==> src/rtl/adc_seq_sched.sv <==
// adc_seq_sched: channel scheduler for an 8-channel AD7928 serial ADC frame engine.
// Posts per-channel requests (edge-triggered or from the periodic auto-scan),
// grants them round-robin, issues one frame at a time, and routes each result
// back one frame later to match the converter's one-frame address pipeline.
// Optional build macro ADC_SEQ_SCHED_TAG_CHECK_EN: verify the returned address
// tag against the expected channel; on mismatch raise err and retry the channel.
module adc_seq_sched #(
    parameter int unsigned N_CH     = 8,
    parameter int unsigned CW       = 12,
    parameter int unsigned SCAN_DIV = 50000
) (
    input  logic            clk,
    input  logic            rst_n,
    input  logic [N_CH-1:0] req,
    input  logic            scan_en,
    input  logic [N_CH-1:0] scan_mask,
    output logic            frm_start,
    output logic [2:0]      frm_addr,
    input  logic            frm_busy,
    input  logic            frm_done,
    input  logic [15:0]     frm_data,
    output logic            res_vld,
    output logic [2:0]      res_ch,
    output logic [CW-1:0]   res_data,
    output logic [N_CH-1:0] ack,
    output logic            busy,
    output logic            err,
    input  logic            err_clr
);

    localparam int unsigned TW = (SCAN_DIV > 2) ? $clog2(SCAN_DIV) : 1;

    typedef enum logic {
        IDLE,
        WAIT
    } state_t;

    state_t          state_q;
    logic [N_CH-1:0] req_q;
    logic [N_CH-1:0] pend_q, pend_d;
    logic [N_CH-1:0] pend_set, pend_clr;
    logic [TW-1:0]   tmr_q;
    logic            tick;
    logic [2:0]      rr_q;
    logic [2:0]      sel;
    logic [2:0]      idx;
    logic            found;
    logic [2:0]      cur_addr_q;
    logic            cur_real_q;
    logic [2:0]      prev_addr_q;
    logic            prev_valid_q;
    logic            frm_start_q;
    logic [2:0]      frm_addr_q;
    logic            res_vld_q;
    logic [2:0]      res_ch_q;
    logic [CW-1:0]   res_data_q;
    logic [N_CH-1:0] ack_q;
    logic            issue_real, issue_flush;
    logic            done_ok, take_res, tag_bad, res_ok;
    logic            unused_in;

    // Issue/completion qualifiers; a done coincident with our own start pulse is stale.
    assign issue_real  = (state_q == IDLE) && !frm_busy && (pend_q != '0);
    assign issue_flush = (state_q == IDLE) && !frm_busy && (pend_q == '0) && prev_valid_q;
    assign done_ok     = (state_q == WAIT) && frm_done && !frm_start_q;
    assign take_res    = done_ok && prev_valid_q;
    assign res_ok      = take_res && !tag_bad;

`ifdef ADC_SEQ_SCHED_TAG_CHECK_EN
    logic err_q;

    assign tag_bad   = take_res && (frm_data[14:12] != prev_addr_q);
    assign err       = err_q;
    assign unused_in = frm_data[15];

    // Sticky error flag; a new tag mismatch outranks a same-cycle clear.
    always_ff @(posedge clk or negedge rst_n) begin
        if (!rst_n) begin
            err_q <= 1'b0;
        end else if (tag_bad) begin
            err_q <= 1'b1;
        end else if (err_clr) begin
            err_q <= 1'b0;
        end
    end
`else
    assign tag_bad   = 1'b0;
    assign err       = 1'b0;
    assign unused_in = ^{frm_data[15:12], err_clr};
`endif

    // Auto-scan timer: free-runs 0..SCAN_DIV-1 while enabled, ticks on wrap.
    assign tick = scan_en && (tmr_q == TW'(SCAN_DIV - 1));

    always_ff @(posedge clk or negedge rst_n) begin
        if (!rst_n) begin
            tmr_q <= '0;
        end else if (!scan_en || tick) begin
            tmr_q <= '0;
        end else begin
            tmr_q <= tmr_q + 1'b1;
        end
    end

    // Round-robin search starting just after the last granted channel.
    always_comb begin
        sel   = rr_q;
        idx   = '0;
        found = 1'b0;
        for (int unsigned k = 1; k <= N_CH; k++) begin
            idx = rr_q + 3'(k);
            if (!found && pend_q[idx]) begin
                sel   = idx;
                found = 1'b1;
            end
        end
    end

    // Pending set: sets (edges, scan, retry) take priority over the grant clear.
    always_comb begin
        pend_set = req & ~req_q;
        if (tick) begin
            pend_set = pend_set | scan_mask;
        end
        if (tag_bad) begin
            pend_set[prev_addr_q] = 1'b1;
        end
        pend_clr = '0;
        if (issue_real) begin
            pend_clr[sel] = 1'b1;
        end
        pend_d = (pend_q & ~pend_clr) | pend_set;
    end

    // Request edge detector and pending register.
    always_ff @(posedge clk or negedge rst_n) begin
        if (!rst_n) begin
            req_q  <= '0;
            pend_q <= '0;
        end else begin
            req_q  <= req;
            pend_q <= pend_d;
        end
    end

    // Frame FSM: issues frames, tracks the one-frame pipeline, emits results.
    always_ff @(posedge clk or negedge rst_n) begin
        if (!rst_n) begin
            state_q      <= IDLE;
            rr_q         <= 3'd7;
            cur_addr_q   <= '0;
            cur_real_q   <= 1'b0;
            prev_addr_q  <= '0;
            prev_valid_q <= 1'b0;
            frm_start_q  <= 1'b0;
            frm_addr_q   <= '0;
            res_vld_q    <= 1'b0;
            res_ch_q     <= '0;
            res_data_q   <= '0;
            ack_q        <= '0;
        end else begin
            frm_start_q <= 1'b0;
            res_vld_q   <= 1'b0;
            ack_q       <= '0;
            case (state_q)
                IDLE: begin
                    if (issue_real) begin
                        frm_start_q <= 1'b1;
                        frm_addr_q  <= sel;
                        cur_addr_q  <= sel;
                        cur_real_q  <= 1'b1;
                        rr_q        <= sel;
                        state_q     <= WAIT;
                    end else if (issue_flush) begin
                        frm_start_q <= 1'b1;
                        frm_addr_q  <= prev_addr_q;
                        cur_addr_q  <= prev_addr_q;
                        cur_real_q  <= 1'b0;
                        state_q     <= WAIT;
                    end
                end
                WAIT: begin
                    if (done_ok) begin
                        if (res_ok) begin
                            res_vld_q  <= 1'b1;
                            res_ch_q   <= prev_addr_q;
                            res_data_q <= frm_data[CW-1:0];
                            ack_q      <= N_CH'(1) << prev_addr_q;
                        end
                        prev_addr_q  <= cur_addr_q;
                        prev_valid_q <= cur_real_q;
                        state_q      <= IDLE;
                    end
                end
                default: state_q <= IDLE;
            endcase
        end
    end

    assign frm_start = frm_start_q;
    assign frm_addr  = frm_addr_q;
    assign res_vld   = res_vld_q;
    assign res_ch    = res_ch_q;
    assign res_data  = res_data_q;
    assign ack       = ack_q;
    assign busy      = (state_q != IDLE) | prev_valid_q | (pend_q != '0);

endmodule

==> config.mk <==
export PLATFORM = sky130hd
export DESIGN_NAME = adc_seq_sched
export DESIGN_NICKNAME = d
export VERILOG_FILES = /design/src/rtl/adc_seq_sched.sv
export SDC_FILE = /design/constraint.sdc
export NUM_CORES = 1
export LEC_CHECK = 0
export CORE_MARGIN = 2
export CORE_UTILIZATION = 49
export CTS_CLUSTER_SIZE = 14
export DETAILED_ROUTE_END_ITERATION = 6
export GPL_ROUTABILITY_DRIVEN = 1
export PLACE_DENSITY_LB_ADDON = 0.08
export SKIP_LAST_GASP = 1
export SLEW_MARGIN = 20
export SYNTH_ARGS = -nofsm -noshare
export SYNTH_HDL_FRONTEND = slang
export SYNTH_SLANG_ARGS = --single-unit
==> constraint.sdc <==
create_clock -name clk -period 4.4 [get_ports clk]
set_input_delay 0.66 -clock clk [delete_from_list [all_inputs] [get_ports clk]]
set_output_delay 0.66 -clock clk [all_outputs]
set_load 0.01 [all_outputs]
==> impl_metrics.csv <==
group,metric,value,unit
run_status,status,"completed",
cells_and_area,area_growth_syn_to_layout,22.3,%
place,place.gp.congestion,0.882,
critical_path,slowest_delay,0.63,ns
timing,setup_violations,0,
timing,max_freq,0.269,GHz
critical_path,critPathBufInv,1,
global_route,globalRouteTotalUtil,0.218,
logic_synthesis,synthCells,390,
detailed_routing,drt-total-wl,8870,µm
logic_synthesis,yosys_warnings,0,
power_and_ir_drop,p_clk_frac,0.143,
die,rows,32,
power_and_ir_drop,p_per_area,686,mW/mm²
logic_synthesis,ys_ff_latch,69,
timing,fin_crit_sh,0.846,
detailed_routing,dr.pass1.iters,4,
logic_synthesis,ys.flop_type,"dfrtp_1",
critical_path,worst_setup_path_start_kind,"flip-flop",
place,dpl-instance-area,0.00470,mm²
power_and_ir_drop,p_switching,1.41,mW
logic_synthesis,netlist_area,0.00399,mm²
logic_synthesis,synth_nets,431,
cts,postCtsHoldBufs,0,
logic_synthesis,synth_area_per_cell,10.2,µm²
die,core_area,0.00781,mm²
cts,insertion_delay,0.33,ns
cts,cts_buffers,9,
timing,maxSlewHeadroom,0.386,
power_and_ir_drop,swShare,0.422,
logic_synthesis,yosysUniqueCellTypes,73,
die,dieArea,0.00889,mm²
power_and_ir_drop,power,3.35,mW
timing,setup_tns,0,ns
cts,cts_sinks,69,
power_and_ir_drop,vdd_drop_max,0.450,mV
cts,cts.htree.levels,3,
critical_path,r2r_slack,0.68,ns
detailed_routing,drc,0,
cells_and_area,antennaDiodeCount,0,
timing,rsz0062_at_grt,"false",
die,die_x,94.3,µm
detailed_routing,ant_nets,0,
timing,period_needed,3.72,ns
cts,path_clk_slew,0.08,ns
place,port_buffers,61,
detailed_routing,detail_route.iter0.violations,249,
power_and_ir_drop,internal_power,1.94,mW
die,dieHeight,94.3,µm
global_route,grt_start_max_net_pins,43,
power_and_ir_drop,p_comb_frac,0.559,
global_route,antenna_found_initial,0,
cells_and_area,drive_above_1_share,0.160,
critical_path,worstPathRequired,4.60,ns
die,io_pins,68,
job,cap_violations,0,
place,dp_hpwl,6590,µm
critical_path,cp_top_family,"simple AND/OR/NAND/NOR gates",
cts,cts_tree,"built",
power_and_ir_drop,total_leakage_power,2.09,nW
cts,cts.path.max_buffers,2,
logic_synthesis,synth_edf_count,0,
timing,skew,0.0100,ns
global_route,grt_pass1_vias,3086,
cells_and_area,fin_area,0.00488,mm²
global_route,grt_pass1_wl,15200,µm
detailed_routing,via_per_inst,5.60,
min_path,min_path_type,"input port to async pin",
cts,post-cts-setup-buffers,0,
timing,maxSlewViolCount,0,
timing,tightest_slew,0.921,ns
detailed_routing,wl_per_cell,15.9,µm
critical_path,worstPathArrival,3.92,ns
cells_and_area,fillers,648,
logic_synthesis,async_flop_share,1.00,
critical_path,crit_type,"flip-flop to flip-flop",
cts,post_cts_resized,0,
cts,cts_root_buf,"clkbuf_8",
cells_and_area,fin_nets,493,
critical_path,cp_slowest_cell,"mux4_2",
die,start_util,0.511,
global_route,gr-total-overflow,0,
detailed_routing,dr_total_vias,3132,
power_and_ir_drop,sequentialPowerShare,0.298,
timing,hold_viol_final,0,
critical_path,crit_chain,"clkinv_1 -> ha_1 -> mux4_2 -> mux2i_4 -> and2_2 -> o2111ai_1 -> and3_1 -> or2_1 -> and4b_1 -> a22oi_2",
critical_path,crit_fanout,7,
critical_path,critPathCaptureType,"flip-flop",
logic_synthesis,yosysSeqAreaShare,0.433,
==> flip-flops by register name (all words and copies together) (netlist names), 3 cells and up <==
signal / count
rr_q: 3
res_ch: 3
frm_addr: 3
ack: 8
req_q: 8
res_data: 12
prev_addr_q: 3
pend_q: 8
tmr_q: 16
==> metal layers <==
metal / share of wire / GRT usage
met5: 0 / 0
met4: 0.0038 / 0.0447
met3: 0.067 / 0.0674
met2: 0.47 / 0.339
met1: 0.46 / 0.302
==> cell usage after synthesis (4+ instances only) <==
| cell | instances | area, µm² |
|---|---|---|
| a21oi_1 | 14 | 70.1 |
| and2_1 | 5 | 31.3 |
| and3_1 | 8 | 50.1 |
| buf_2 | 6 | 30.0 |
| clkbuf_1 | 8 | 30.0 |
| dfrtp_1 | 66 | 1650 |
| inv_1 | 14 | 52.6 |
| mux2_2 | 8 | 90.1 |
| mux2i_1 | 9 | 90.1 |
| mux4_2 | 10 | 225 |
| nand2_1 | 70 | 263 |
| nand2b_1 | 7 | 43.8 |
| nand3_1 | 11 | 55.1 |
| nand4_1 | 5 | 31.3 |
| nor2_1 | 28 | 105 |
| nor2b_1 | 8 | 50.1 |
| nor3_1 | 7 | 35.0 |
| nor4_1 | 4 | 25.0 |
| o211ai_1 | 4 | 30.0 |
| o21ai_0 | 8 | 40.0 |
| o21ai_1 | 5 | 25.0 |
| xnor2_1 | 7 | 61.3 |
| xor2_1 | 9 | 78.8 |
==> worst paths after layout <==
kind,start,end,depth (start not counted)
setup / recovery,rr_q[0]$_DFFE_PN1P_,pend_q[1]$_DFF_PN0_,10
hold / removal,rst_n,tmr_q[6]$_DFF_PN0_,1
setup reg to reg,rr_q[0]$_DFFE_PN1P_,pend_q[1]$_DFF_PN0_,10
hold reg to reg,tmr_q[0]$_DFF_PN0_,tmr_q[0]$_DFF_PN0_,1
max in group asynchronous,rst_n,rr_q[0]$_DFFE_PN1P_,2
min in group clk,tmr_q[0]$_DFF_PN0_,tmr_q[0]$_DFF_PN0_,1
==> power by group through the flow <==
stage	sequential (mW)	clock [mW]	combinational [mW]
after global routing	1.03	0.527	2.03
after floorplan	0.968	0	1.35
final	0.999	0.478	1.87
after CTS	0.999	0.492	1.88
after detailed placement	1.01	0	1.87
after global placement	1.00	0	1.83
==> logic make-up (layout without fill, tap and decap cells) <==
group,after synthesis,in the layout,share of synthesized area
buf+inv,34,101,0.0376
mux,33,33,0.130
simple gates,166,166,0.202
xor+xnor,19,19,0.0473
flops,69,69,0.433
fa+ha+maj,3,3,0.00940
compound gates,65,65,0.139
other cells,1,1,0.000939
==> cells in the final DEF (no fill, tap or decap), types with 3 or more instances in the layout <==
| master | synthesis | layout |
|---|---|---|
| xor2_1 | 9 | 9 |
| a22oi_2 | 3 | 3 |
| o21ai_1 | 5 | 5 |
| and3_1 | 8 | 8 |
| clkbuf_8 | 0 | 11 |
| ha_1 | 3 | 3 |
| mux4_2 | 10 | 10 |
| mux2i_1 | 9 | 9 |
| a2bb2oi_1 | 3 | 3 |
| and2_1 | 5 | 5 |
| nor3_1 | 7 | 7 |
| xnor2_1 | 7 | 7 |
| a21oi_1 | 14 | 14 |
| inv_1 | 14 | 14 |
| nand3_1 | 11 | 11 |
| nand2_1 | 70 | 70 |
| a22oi_1 | 3 | 3 |
| o211ai_1 | 4 | 4 |
| nor2_1 | 28 | 28 |
| dfstp_2 | 3 | 3 |
| nor4_1 | 4 | 4 |
| buf_4 | 2 | 8 |
| nand2b_1 | 7 | 7 |
| mux2_2 | 8 | 8 |
| nand4_1 | 5 | 5 |
| nor2b_1 | 8 | 8 |
| clkdlybuf4s50_1 | 0 | 60 |
| o21ai_0 | 8 | 8 |
| dfrtp_1 | 66 | 66 |
==> through the flow <==
| step | worst slack, ns | instances | utilization | hold WS, ns |
|---|---|---|---|---|
| detailed placement | 0.695 | 543 | 0.601 | 0.453 |
| global route | 0.470 | 559 | 0.625 | 0.477 |
| global placement | 0.751 | 543 | 0.601 | 0.449 |
| finish | 0.679 | 559 | 0.625 | 0.456 |
| floorplan | 0.731 | 390 | - | 0.364 |
| CTS | 0.691 | 559 | 0.625 | 0.463 |
==> area by class of cell <==
type / count / area [µm²] / area share
repair buffers: 69 / 666 / 0.136
well taps: 102 / 128 / 0.0261
clock inverters: 4 / 30.0 / 0.00615
clock buffers: 12 / 155 / 0.0318
flip-flops and latches: 69 / 1730 / 0.355
inverters: 16 / 60.1 / 0.0123
multi-input cells: 287 / 2110 / 0.433
Power figures use the tool's default switching activity.
